**config.mk**
```make
export PLATFORM = sky130hd
export DESIGN_NAME = ysyx_22050710_memarb
export DESIGN_NICKNAME = d
export VERILOG_FILES = /design/src/rtl/ysyx_22050710_memarb.sv
export SDC_FILE = /design/constraint.sdc
export NUM_CORES = 1
export LEC_CHECK = 0
export BUFFER_PORTS_ARGS = -buffer_cell sky130_fd_sc_hd__buf_2
export CAP_MARGIN = 5
export CORE_AREA = 5 5 206 208
export CTS_BUF_LIST = sky130_fd_sc_hd__clkbuf_8
export DETAILED_ROUTE_END_ITERATION = 6
export DIE_AREA = 0 0 211 213
export GPL_TIMING_DRIVEN = 0
export SLEW_MARGIN = 0
export SYNTH_ARGS = -nofsm -noshare
export SYNTH_HDL_FRONTEND = slang
export SYNTH_SLANG_ARGS = --single-unit
```
**constraint.sdc**
```tcl
create_clock -name i_clk -period 6 [get_ports i_clk]
set_input_delay 1.8 -clock i_clk [delete_from_list [all_inputs] [get_ports i_clk]]
set_output_delay 1.8 -clock i_clk [all_outputs]
set_load 0.005 [all_outputs]
```
**src/rtl/ysyx_22050710_memarb.sv**
```systemverilog
// Two-master (fetch / load-store) round-robin arbiter feeding one shared memory port.
// Exactly one memory transaction is outstanding; the response returns to its owner.
module ysyx_22050710_memarb #(
  parameter int unsigned ADDR_WIDTH = 64,
  parameter int unsigned DATA_WIDTH = 64
) (
  input  logic                    i_clk,
  input  logic                    i_rst,
  // instruction fetch (read-only)
  input  logic                    i_if_valid,
  output logic                    o_if_ready,
  input  logic [ADDR_WIDTH-1:0]   i_if_addr,
  output logic                    o_if_rsp_valid,
  output logic [DATA_WIDTH-1:0]   o_if_rdata,
  // load / store
  input  logic                    i_ls_valid,
  output logic                    o_ls_ready,
  input  logic [ADDR_WIDTH-1:0]   i_ls_addr,
  input  logic                    i_ls_wen,
  input  logic [DATA_WIDTH-1:0]   i_ls_wdata,
  input  logic [DATA_WIDTH/8-1:0] i_ls_wmask,
  output logic                    o_ls_rsp_valid,
  output logic [DATA_WIDTH-1:0]   o_ls_rdata,
  // shared memory port
  output logic                    o_mem_valid,
  input  logic                    i_mem_ready,
  output logic [ADDR_WIDTH-1:0]   o_mem_addr,
  output logic                    o_mem_wen,
  output logic [DATA_WIDTH-1:0]   o_mem_wdata,
  output logic [DATA_WIDTH/8-1:0] o_mem_wmask,
  input  logic                    i_mem_rsp_valid,
  input  logic [DATA_WIDTH-1:0]   i_mem_rdata,
  output logic                    o_err
);

  localparam int unsigned MASK_WIDTH = DATA_WIDTH / 8;

  typedef enum logic [1:0] {
    S_IDLE = 2'd0,
    S_REQ  = 2'd1,
    S_WAIT = 2'd2
  } state_e;

  typedef enum logic {
    OWN_IF = 1'b0,
    OWN_LS = 1'b1
  } owner_e;

  state_e                  state_q, state_d;
  owner_e                  owner_q, owner_d;
  owner_e                  last_q, last_d;
  logic [ADDR_WIDTH-1:0]   addr_q, addr_d;
  logic                    wen_q, wen_d;
  logic [DATA_WIDTH-1:0]   wdata_q, wdata_d;
  logic [MASK_WIDTH-1:0]   wmask_q, wmask_d;
  logic                    mem_valid_q, mem_valid_d;
  logic                    err_q, err_d;

  logic                    grant_if;
  logic                    grant_ls;
  logic                    rsp_fire;

  // Round-robin grant: on a tie the requester that did not win last time goes first.
  always_comb begin
    grant_if = 1'b0;
    grant_ls = 1'b0;
    if (state_q == S_IDLE) begin
      if (i_if_valid && i_ls_valid) begin
        grant_ls = (last_q == OWN_IF);
        grant_if = (last_q == OWN_LS);
      end else begin
        grant_if = i_if_valid;
        grant_ls = i_ls_valid;
      end
    end
  end

  always_comb begin
    state_d     = state_q;
    owner_d     = owner_q;
    last_d      = last_q;
    addr_d      = addr_q;
    wen_d       = wen_q;
    wdata_d     = wdata_q;
    wmask_d     = wmask_q;
    mem_valid_d = mem_valid_q;
    err_d       = err_q;

    case (state_q)
      S_IDLE: begin
        if (grant_ls) begin
          addr_d      = i_ls_addr;
          wen_d       = i_ls_wen;
          wdata_d     = i_ls_wdata;
          wmask_d     = i_ls_wmask;
          owner_d     = OWN_LS;
          last_d      = OWN_LS;
          mem_valid_d = 1'b1;
          state_d     = S_REQ;
        end else if (grant_if) begin
          addr_d      = i_if_addr;
          wen_d       = 1'b0;
          wdata_d     = '0;
          wmask_d     = '0;
          owner_d     = OWN_IF;
          last_d      = OWN_IF;
          mem_valid_d = 1'b1;
          state_d     = S_REQ;
        end
      end
      S_REQ: begin
        if (i_mem_ready) begin
          mem_valid_d = 1'b0;
          state_d     = S_WAIT;
        end
      end
      S_WAIT: begin
        if (i_mem_rsp_valid) begin
          state_d = S_IDLE;
        end
      end
      default: begin
        mem_valid_d = 1'b0;
        state_d     = S_IDLE;
      end
    endcase

    // A response with nothing outstanding is a protocol error; it is never forwarded.
    if (i_mem_rsp_valid && (state_q != S_WAIT)) begin
      err_d = 1'b1;
    end
  end

  always_ff @(posedge i_clk or posedge i_rst) begin
    if (i_rst) begin
      state_q     <= S_IDLE;
      owner_q     <= OWN_IF;
      last_q      <= OWN_IF;
      addr_q      <= '0;
      wen_q       <= 1'b0;
      wdata_q     <= '0;
      wmask_q     <= '0;
      mem_valid_q <= 1'b0;
      err_q       <= 1'b0;
    end else begin
      state_q     <= state_d;
      owner_q     <= owner_d;
      last_q      <= last_d;
      addr_q      <= addr_d;
      wen_q       <= wen_d;
      wdata_q     <= wdata_d;
      wmask_q     <= wmask_d;
      mem_valid_q <= mem_valid_d;
      err_q       <= err_d;
    end
  end

  assign rsp_fire = (state_q == S_WAIT) && i_mem_rsp_valid;

  assign o_if_ready     = grant_if;
  assign o_ls_ready     = grant_ls;
  assign o_if_rsp_valid = rsp_fire && (owner_q == OWN_IF);
  assign o_ls_rsp_valid = rsp_fire && (owner_q == OWN_LS);
  assign o_if_rdata     = o_if_rsp_valid ? i_mem_rdata : '0;
  // Store acks carry no data.
  assign o_ls_rdata     = (o_ls_rsp_valid && !wen_q) ? i_mem_rdata : '0;

  assign o_mem_valid = mem_valid_q;
  assign o_mem_addr  = addr_q;
  assign o_mem_wen   = wen_q;
  assign o_mem_wdata = wdata_q;
  assign o_mem_wmask = wmask_q;
  assign o_err       = err_q;

endmodule

```
==> flow_metrics.env <==
export IMPL_outcome="complete, no violations"
export IMPL_drt_wirelength_per_cell_um=18.06
export IMPL_wl_um=29940
export IMPL_cp_data_required_time_ns=4.20
export IMPL_final_core_util_pct=26.02
export IMPL_min_path_type="reg -> reg"
export IMPL_drt_initial_drc_count=389
export IMPL_rsz0062_at_grt="no"
export IMPL_drv_cap=0
export IMPL_io_buf_count=541
export IMPL_numCtsBuffers=17
export IMPL_top_flip_flop_cell_by_instance_count_after_synthesis="dfrtp_1"
export IMPL_max_freq_mhz=211.3
export IMPL_power_density_mw_per_mm2=431.1
export IMPL_grt_pass1_wl_um=42520
export IMPL_antenna_found_initial=3
export IMPL_synth_fp_nets=822
export IMPL_worst_slew_pin_slew_ns=0.9722
export IMPL_finalWorstPathRequiredPeriod_ns=4.732
export IMPL_crit_fanout=10
export IMPL_detail_route_drc_violations=0
export IMPL_max_vdd_ir_drop_mv=0.1727
export IMPL_max_slew_violation_count=0
export IMPL_grt_start_max_net_pins=87
export IMPL_place_hpwl_um=24250
export IMPL_gr_usage_all_layers_pct=12.42
export IMPL_max_slew_margin_rel_pct=35.18
export IMPL_post_synth_instance_area_mm2=0.006633
export IMPL_floorplan_die_height_um=213
export IMPL_synth_enable_flop_cells=0
export IMPL_finalSetupViolCount=0
export IMPL_timing_critical_path_to_type="output port"
export IMPL_register_area_mm2=0.003553
export IMPL_antenna_left=0
export IMPL_final_fill_count=4351
export IMPL_yosys_warnings=0
export IMPL_clock_path_buffers=2
export IMPL_cts_hold_buffers=0
export IMPL_vias=6757
export IMPL_final_nets=1383
export IMPL_growth_of_design_area_from_synthesis_to_finish_pct=58.37
export IMPL_starting_density_pct=16.43
export IMPL_post_drt_via_cell_ratio=4.075
export IMPL_overflow=0
export IMPL_async_s_r_ff_share_synth_pct=100.0
export IMPL_worst_setup_hold_path_clk_slew_ns=0.08
export IMPL_row_count=74
export IMPL_synth_lib_cells_used_distinct=24
export IMPL_multi_input_area_mm2=0.002631
export IMPL_reg2reg_setup_slack_ns=4.18
export IMPL_netlist_instances=551
export IMPL_cts_repair_resized=0
export IMPL_clock_insertion_delay_worst_skew_ns=0.47
export IMPL_fraction_of_the_cycle_the_final_worst_path_needs_pct=78.87
export IMPL_clock_sinks=142
export IMPL_io_pins=542
export IMPL_worstSetupStartpointType="input pin"
export IMPL_drtPass1Iterations=4
export IMPL_cts_htree_levels=4
export IMPL_report_final_hold_viol_count=0
export IMPL_criticalPathCategory="in -> out"
export IMPL_wp_data_arrival_ns=2.93
export IMPL_fin_setup_tns_ns=0
export IMPL_tritoncts="yes"
export IMPL_fp_dieW_um=211
export IMPL_total_die_area_mm2=0.04494
export IMPL_seq_area_frac_synth_pct=53.57
export IMPL_finClkSkew_ns=0.01344
export IMPL_coreArea_mm2=0.04037
export IMPL_total_leakage_power_uw=0.006052
export IMPL_clock_root_buffer="clkbuf_8"
export IMPL_layout_drive_gt1_share_pct=55.34
export IMPL_yosys_register_bits=142
export IMPL_final_wtd_congestion=0.9193
export IMPL_syn_avg_cell_area_um2=12.04
export IMPL_grt_pass1_vias=7175
export IMPL_postCtsSetupRepairBufs=0
-- metrics by stage --
step / std cells / cell area (um^2) / power (uW) / setup WS, ns / hold slack [ns]
final: 1658 / 10500 / 4528 / 1.268 / 0.4753
after global routing: 1657 / 10500 / 4852 / 1.162 / 0.5123
after CTS: 1656 / 10500 / 4620 / 1.221 / 0.4793
after detailed placement: 1625 / 10040 / 3661 / 1.255 / 0.4616
after global placement: 1624 / 10010 / 3628 / -1.341 / 0.4676
after floorplan: 551 / 6633 / 2666 / 0.3904 / 0.4510
-- worst paths after layout --
path | startpoint | cells past startpoint | endpoint
worst max register to register | state_q[0]$_DFFE_PP0P_ | 4 | o_mem_addr[2]$_DFFE_PP0P_
worst max-delay path | i_mem_rsp_valid | 7 | o_ls_rdata[57]
worst min-delay path | o_err$_DFFE_PP0P_ | 1 | o_err$_DFFE_PP0P_
max in group asynchronous | i_rst | 3 | o_mem_wdata[32]$_DFFE_PP0P_
min in group asynchronous | i_rst | 2 | o_mem_addr[14]$_DFFE_PP0P_
worst min register to register | o_err$_DFFE_PP0P_ | 1 | o_err$_DFFE_PP0P_
-- where the power goes --
group	internal, uW	switching, uW
clock	508	412
combinational	993	949
sequential	1400	268
-- registers in the layout, indices dropped and copies added (netlist names) --
register     flops
last_q           1
o_mem_wen        1
o_mem_addr      64
o_err            1
o_mem_wdata     64
o_mem_wmask      8
state_q          2
o_mem_valid      1
-- cell families after synthesis --
group           share of synthesized area (%)
simple gates                            19.83
compound gates                          19.85
buf+inv                                 6.753
flops                                   53.57
-- worst max-delay path, stage by stage --
cell	delay, ns
buf_2	0.11
and4b_1	0.23
nor2b_4	0.15
buf_6	0.16
buf_6	0.15
and2_1	0.19
buf_2	0.14
-- metal layers --
layer,GRT usage (%),routed length [um],up-vias
met2,18.88,13760,360
met4,5.813,990,2
met5,0,15,-
met3,4.026,2407,51
li1,-,-,3166
met1,16.05,12770,3178
-- Yosys cell counts (2+ instances only) --
cell type / instances / area, um^2
dfrtp_1: 142 / 3553
buf_2: 16 / 80.08
and3_1: 64 / 400.4
a221o_1: 64 / 640.6
nand2b_1: 2 / 12.51
buf_6: 27 / 304.0
clkbuf_1: 15 / 56.30
nand2_1: 3 / 11.26
inv_1: 2 / 7.510
a22o_1: 73 / 639.4
and2_1: 129 / 807.0
nor3b_2: 2 / 25.02
-- final cells by class --
type | count | share of cell area (%)
antenna | 2 | 0.04765
clock buffer | 18 | 2.359
tap | 532 | 6.337
sequential | 142 | 33.83
multi-input combinational | 349 | 25.05
inverter | 2 | 0.1191
clock inverter | 13 | 2.025
buffer | 58 | 4.193
timing repair buffer | 542 | 26.04
-- layout by cell type (no fill, tap or decap), drive strengths merged --
cell / n
a21o: 1
a21oi: 1
a221o: 64
a22o: 73
and2: 129
and3: 65
and4b: 1
buf: 585
bufinv: 5
clkbuf: 33
clkinv: 3
clkinvlp: 1
dfrtp: 142
diode: 2
inv: 6
nand2: 3
nand2b: 2
nand3b: 1
nor2: 2
nor2b: 2
nor3b: 2
o21ai: 2
o32a: 1
Power figures use the tool's default switching activity.
